[src/rtl/tff_toggle_sched.sv]
// Round-robin scheduler granting four requesters a toggle of a shared T-flip-flop bank.
// Define TFF_SCHED_GCNT_EN to add a saturating 16-bit grant counter on port gcnt.
module tff_toggle_sched #(
    parameter int unsigned WIDTH     = 8,
    parameter int unsigned MAX_BURST = 4
) (
    input  logic                 clk,
    input  logic                 reset,
    input  logic [3:0]           req,
    input  logic [4*WIDTH-1:0]   mask,
    output logic [3:0]           gnt,
    output logic [WIDTH-1:0]     Q,
    output logic                 busy
`ifdef TFF_SCHED_GCNT_EN
    ,
    output logic [15:0]          gcnt
`endif
);

    typedef enum logic {
        IDLE,
        OWNED
    } state_t;

    localparam logic [3:0] MAX_CNT = 4'(MAX_BURST);

    state_t           state, state_nxt;
    logic [1:0]       owner, owner_nxt;
    logic [1:0]       ptr, ptr_nxt;
    logic [1:0]       win;
    logic [3:0]       cnt, cnt_nxt;
    logic [3:0]       gnt_nxt;
    logic [WIDTH-1:0] q_nxt;
    logic [WIDTH-1:0] mask_a [4];

    // Lowest offset from start wins; the descending scan lets it overwrite later candidates.
    function automatic logic [1:0] rr_pick(input logic [3:0] r, input logic [1:0] start);
        logic [1:0] pick;
        logic [1:0] idx;
        pick = start;
        for (int unsigned i = 4; i > 0; i--) begin
            idx = start + 2'(i - 1);
            if (r[idx]) pick = idx;
        end
        return pick;
    endfunction

    always_comb begin
        for (int unsigned i = 0; i < 4; i++) mask_a[i] = mask[i*WIDTH +: WIDTH];
    end

    always_comb begin
        state_nxt = state;
        owner_nxt = owner;
        cnt_nxt   = cnt;
        ptr_nxt   = ptr;
        gnt_nxt   = '0;
        q_nxt     = Q;
        win       = '0;
        if (req == '0) begin
            if (state == OWNED) ptr_nxt = owner + 2'd1;
            state_nxt = IDLE;
        end else begin
            if (state == IDLE) begin
                win     = rr_pick(req, ptr);
                cnt_nxt = 4'd1;
            end else if (req[owner] && cnt < MAX_CNT) begin
                win     = owner;
                cnt_nxt = cnt + 4'd1;
            end else begin
                // Searching from owner+1 reaches the owner last, so a lone owner is re-granted.
                win     = rr_pick(req, owner + 2'd1);
                cnt_nxt = 4'd1;
            end
            state_nxt = OWNED;
            owner_nxt = win;
            gnt_nxt   = 4'b0001 << win;
            q_nxt     = Q ^ mask_a[win];
        end
    end

    always_ff @(posedge clk or negedge reset) begin
        if (!reset) begin
            state <= IDLE;
            owner <= '0;
            cnt   <= '0;
            ptr   <= '0;
            gnt   <= '0;
            Q     <= '0;
        end else begin
            state <= state_nxt;
            owner <= owner_nxt;
            cnt   <= cnt_nxt;
            ptr   <= ptr_nxt;
            gnt   <= gnt_nxt;
            Q     <= q_nxt;
        end
    end

    assign busy = (state == OWNED);

`ifdef TFF_SCHED_GCNT_EN
    always_ff @(posedge clk or negedge reset) begin
        if (!reset) begin
            gcnt <= '0;
        end else if (|gnt_nxt && gcnt != 16'hFFFF) begin
            gcnt <= gcnt + 16'd1;
        end
    end
`endif

endmodule

[config.mk]
export PLATFORM = sky130hd
export DESIGN_NAME = tff_toggle_sched
export DESIGN_NICKNAME = d
export VERILOG_FILES = /design/src/rtl/tff_toggle_sched.sv
export SDC_FILE = /design/constraint.sdc
export NUM_CORES = 1
export LEC_CHECK = 0
export CAP_MARGIN = 40
export CORE_MARGIN = 2
export CORE_UTILIZATION = 45
export DETAILED_ROUTE_END_ITERATION = 6
export GPL_ROUTABILITY_DRIVEN = 0
export PLACE_DENSITY = 0.79
export RECOVER_POWER = 100
export SLEW_MARGIN = 5
export SYNTH_ARGS = -nofsm -noshare
export SYNTH_HDL_FRONTEND = slang
export SYNTH_SLANG_ARGS = --single-unit
[constraint.sdc]
create_clock -name clk -period 2.1 [get_ports clk]
set_input_delay 0.42 -clock clk [delete_from_list [all_inputs] [get_ports clk]]
set_output_delay 0.42 -clock clk [all_outputs]
set_load 0.01 [all_outputs]
-- Yosys cells after proc, flatten, opt, wreduce, memory -nomap -nowiden
Cells that the tools add are included.
- logic and storage cells: 67
- bits of input ports: 38
- output and inout port bits: 13
- flip-flop bits (word level): 21
- shift operators: 1
- bitwise logic cells: 2
- reduce and logical (&&, ||, !) cells: 3
- add/subtract/negate cells: 8
- multiplexer cells: 36
- order comparisons: 11
- operators with widths (operator ; count):
    $lt A2 B3 Y1 const B ; 9
    $mux W2 ; 11
    $bmux W1 S2 ; 9
    $bmux W8 S2 ; 1
    $mux W8 ; 2
    $mux W4 ; 3
    $mux W1 ; 10
    $add A2 B2 Y2 const B ; 4
    $xor A8 B8 Y8 ; 1
    $add A2 B1 Y2 const B ; 3
    $add A4 B1 Y4 const B ; 1
    $logic_not A4 Y1 ; 1
    $lt A4 B3 Y1 const B ; 1
    $shl A1 B2 Y4 const A ; 1
    $ge A3 B3 Y1 const B ; 1
    $not A2 Y3 ; 1
    $reduce_and A2 Y1 ; 1
    $logic_and A1 B1 Y1 ; 1

-- Longest topological paths before layout
- depth in word-level cells: 16
- depth in mapped cells: 9
- gate-level depth less buffers: 6

-- Least setup slack after synthesis
Ideal clock, no wire load.
- kind: input-to-reg
- start: input port req[2]
- end: register Q[0]
- stages on the path: 9
- data arrival time: 2.098 ns
- data required time: 1.964 ns
- library setup time: 0.136 ns
- buffers on the path: 3
- slack: -0.134 ns
- path through: buf_2 > mux2i_1 > o22ai_4 > and3_1 > buf_4 > clkbuf_1 > or4_1 > o2111ai_1 > nand4_1
- word-level cells in the longest chain between the ends: 14
- elaborated cells between the ends (all ways): 36
- classes of those cells: 32 x mux; 2 x bitwise; 2 x reduce/logical
- ends and longest elaborated chain (item ; RTL line ; RTL):
    start: declaration ; 9 ; input logic [3:0] req,
    $bmux W1 S2 ; 43 ; if (r[idx]) pick = idx;
    $mux W1 (implied by the code) ; 43 ;
    $mux W2 (4 in series) ; 43 ;
    $mux W2 ; 67 ; end else if (req[owner] && cnt < MAX_CNT) begin
    $mux W2 ; 64 ; if (state == IDLE) begin
    $mux W2 ; 60 ; if (req == '0) begin
    $not A2 Y3 (implied by the code) ; 78 ; q_nxt = Q ^ mask_a[win];
    $bmux W8 S2 ; 78 ;
    $mux W8 (implied by the code) (2 in series) ; 78 ;
    $xor A8 B8 Y8 ; 78 ;
    end signal: assignment ; 96 ; Q <= q_nxt;
    end: declaration ; 12 ; output logic [WIDTH-1:0] Q,
Parallel ways exist; a longest one is shown, timed or not. The select of a mux whose other input is x is not followed.
A chain may end at the register's enable or synchronous reset.

-- Final worst setup path
- start: register owner[0]
- end: register Q[3]
- word-level cells in the longest chain between the ends: 16
- elaborated cells between the ends (all ways): 27
- classes of those cells: 4 x add/sub; 20 x mux; 2 x bitwise; 1 x reduce/logical
- ends and longest elaborated chain (item ; RTL line ; RTL):
    start: declaration ; 28 ; logic [1:0] owner, owner_nxt;
    start signal: assignment ; 92 ; owner <= owner_nxt;
    $add A2 B1 Y2 ; 72 ; win = rr_pick(req, owner + 2'd1);
    $add A2 B2 Y2 ; 42 ; idx = start + 2'(i - 1);
    $bmux W1 S2 ; 43 ;
    $mux W1 (implied by the code) ; 43 ;
    $mux W2 (4 in series) ; 43 ;
    $mux W2 (*) ; 67 ;
    $mux W2 (*) ; 64 ;
    $mux W2 (*) ; 60 ;
    $not A2 Y3 (implied by the code) (*) ; 78 ;
    $bmux W8 S2 (*) ; 78 ;
    $mux W8 (implied by the code) (*) (2 in series) ; 78 ;
    $xor A8 B8 Y8 (*) ; 78 ;
Every way passes the cells marked *; elsewhere a longest branch is shown, timed or not. The select of a mux whose other input is x is not followed.

==> metrics.txt <==
status finished with violations; failing checks negative setup slack; Setup Skew between 0.0015 and 0.002 ns; CORE AREA 0.00435 sq mm; Hold Path Class reg -> reg; global-route congestion overflow total 0; largest cells by area after synthesis dfrtp_1, a2111o_1, nand4_1; leakage around 0.0014 uW; Synth Flop Type dfrtp_1; Final period util 114%; worst skew pair latency 0.27 ns; reg2reg setup slack -0.29 ns; arrival time worst endpoint 2.53 ns; sequential share of the synthesized area about 26%; Fmax between 400 and 500 MHz; slowest stage delay, CP roughly 0.55 ns; Warnings, synthesis 0; Setup Viol. Count Final 12; Synth Register Bits 21; FP Rows 24; drc violations 0; Initial Utilization 46.6%; first-pass GRT wire length 12700 um; drt total wl a little under 8000 um; Pint 2850 uW; final slew viol count 0; Via Count 2628; All-Layer GR Usage 31.1%; post-synth top area cell dfrtp_1; layout cells sized above 1 ~30%; Synth Area per Inst 8.42 sq um; part of the power in the clock network under 10%; Routed WL per cell 20.3 um; peak fanout along the critical path 8; ys async rst share 100%; largest net degree at the start of global routing 33; Final ANT Viol Nets 0; TritonCTS Buffers 3; Max-cap violations 0; worst endpoint required time 2.24 ns; Worst Setup Start Kind flop; Sink Count 21; switching power roughly 2100 uW; Synth cell types 45; switching share of total power 42.7%; CP Class reg -> reg; fin cells 381; Final nets approximately 370; Post-DP HPWL 4320 um; buffer depth of the longest clock path 2; clock-pin slew on the worst setup and hold paths ~0.08 ns; ANT cells 0; Period minus WS final 2.39 ns; combinational power share 78.2%; Iteration-0 DRC Markers 436; share of Yosys cell area claimed by the top area cell type around a quarter; total nets after synthesis 280; Port Buffers 50; Die Y 71.1 um; Crit. End Element flop; Inst Count DP 360; setup slack after layout -0.289 ns; mapped cell area about 0.0020 sq mm; VDD IR max 0.000930 V; Pre-antenna DRT Iters 5; CTS tree yes; area grow syn2layout 62.6%; die area between 0.005 and 0.006 sq mm; vias per std cell 6.90; Top delay family on crit path simple AND/OR/NAND/NOR gates; WP buf/inv 2; worst slew pin tran 1.22 ns; Clock Tree Root clkbuf_8; number of fill cells 269; DIE WIDTH between 70 and 80 um; vias in the first global route 2567; Post-synth EDFFs 0; initial antenna violation count 0; commonest cells after routing, fill and taps aside nand2_1, clkdlybuf4s50_1, buf_4; placement-stage cell area 0.00292 sq mm; RSZ-0062 raised after global routing true; part of the power in registers 16.1%; Syn Inst Count 241; final hold vios 0; ordered cell list for the critical path or3_4 > o22ai_4 > a311oi_4 > buf_6 > buf_16 > or4_1 > o2111ai_2 > nand4_1; commonest non-fill, non-tap cell in the layout nand2_1; Final Cell Area 0.00330 sq mm; # IOs 51; Slew HR 18.7%; CTS H-tree depth 1; P per Cell Area 1510 mW/mm^2; critical path's slowest cell or4_1
==> final timing paths <==
check / start / to / cells after the start
worst min-delay path: cnt[0] / cnt[0] / 1
max in group asynchronous: reset / owner[1] / 2
min in group asynchronous: reset / cnt[0] / 2
worst max-delay path: owner[0] / Q[3] / 8
worst min register to register: cnt[0] / cnt[0] / 1
worst max register to register: owner[0] / Q[3] / 8
==> cell families (layout without fill, tap and decap cells) <==
family | Yosys count | in the layout | share of synthesized area [%]
buffers and inverters | 36 | 124 | 9.44
DFF | 21 | 21 | 25.9
adders and majority gates | 1 | 1 | 0.617
and+or+nand+nor | 99 | 99 | 27.2
muxes | 2 | 2 | 1.17
xor gates and xnor gates | 1 | 1 | 0.432
AOI/OAI and AO/OA | 81 | 81 | 35.2
==> flip-flops by register name, summed over array words and instances (netlist names) <==
signal / cells
Q: 8
cnt: 4
gnt: 4
owner: 2
ptr: 2
busy: 1
==> timing repair <==
item                                    4_1_cts  5_1_grt
cloned                                        3        0
gates resized for setup                      44        8
endpoints found under the setup margin       14       14
hold buffers                                  0        0
pin swaps                                    27        6
setup buffers                                13        1
==> synth_stat cells, drive strengths merged, types with 3 or more instances <==
cell type	count
nand2	35
nand4	24
dfrtp	21
buf	18
o31ai	17
a2111o	16
o2111ai	16
or4	16
clkbuf	13
a21oi	11
inv	5
nand2b	4
a21o	3
and3	3
nor2	3
nor2b	3
nor3	3
o21bai	3
==> power groups by stage <==
stage | Clock [uW] | Combinational [uW] | Sequential, uW
after floorplan | 0 | 1750 | 782
after global placement | 0 | 2780 | 777
after detailed placement | 0 | 2870 | 778
after CTS | 285 | 3690 | 780
after global routing | 305 | 4100 | 814
final | 284 | 3890 | 801
==> through the flow <==
stage               hold WS, ns  utilization [%]  setup slack (ns)  setup TNS, ns  total power, uW
floorplan                 0.124                -           -0.0279         -0.210             2530
global placement          0.466             66.9            -0.869         -11.23             3550
detailed placement        0.491             67.1            -0.698          -7.60             3650
CTS                       0.492             75.8            -0.201          -1.88             4760
global route              0.532             75.7            -0.364          -3.22             5220
finish                    0.494             75.7            -0.289          -2.56             4970
==> final cells by class <==
class                   instances  area (sq um)  share of cell area (%)
multi-input cells             184          1450                    44.1
repair buffers                115          1180                    35.9
flip-flops and latches         21           527                    16.0
well taps                      52          65.1                    1.97
clock buffers                   3          41.3                    1.25
inverters                       5          18.8                   0.569
clock inverters                 1          7.51                   0.228
==> layer usage <==
metal  global-route usage, %  part of all wire [%]  up-vias
li1                        -                     -     1159
met1                    43.0                    42     1250
met2                    48.8                    47      186
met3                    4.13                   7.9       33
met4                    13.2                   3.2        0
met5                       0                     0        -
No activity file was read; power rests on OpenSTA's default activity.
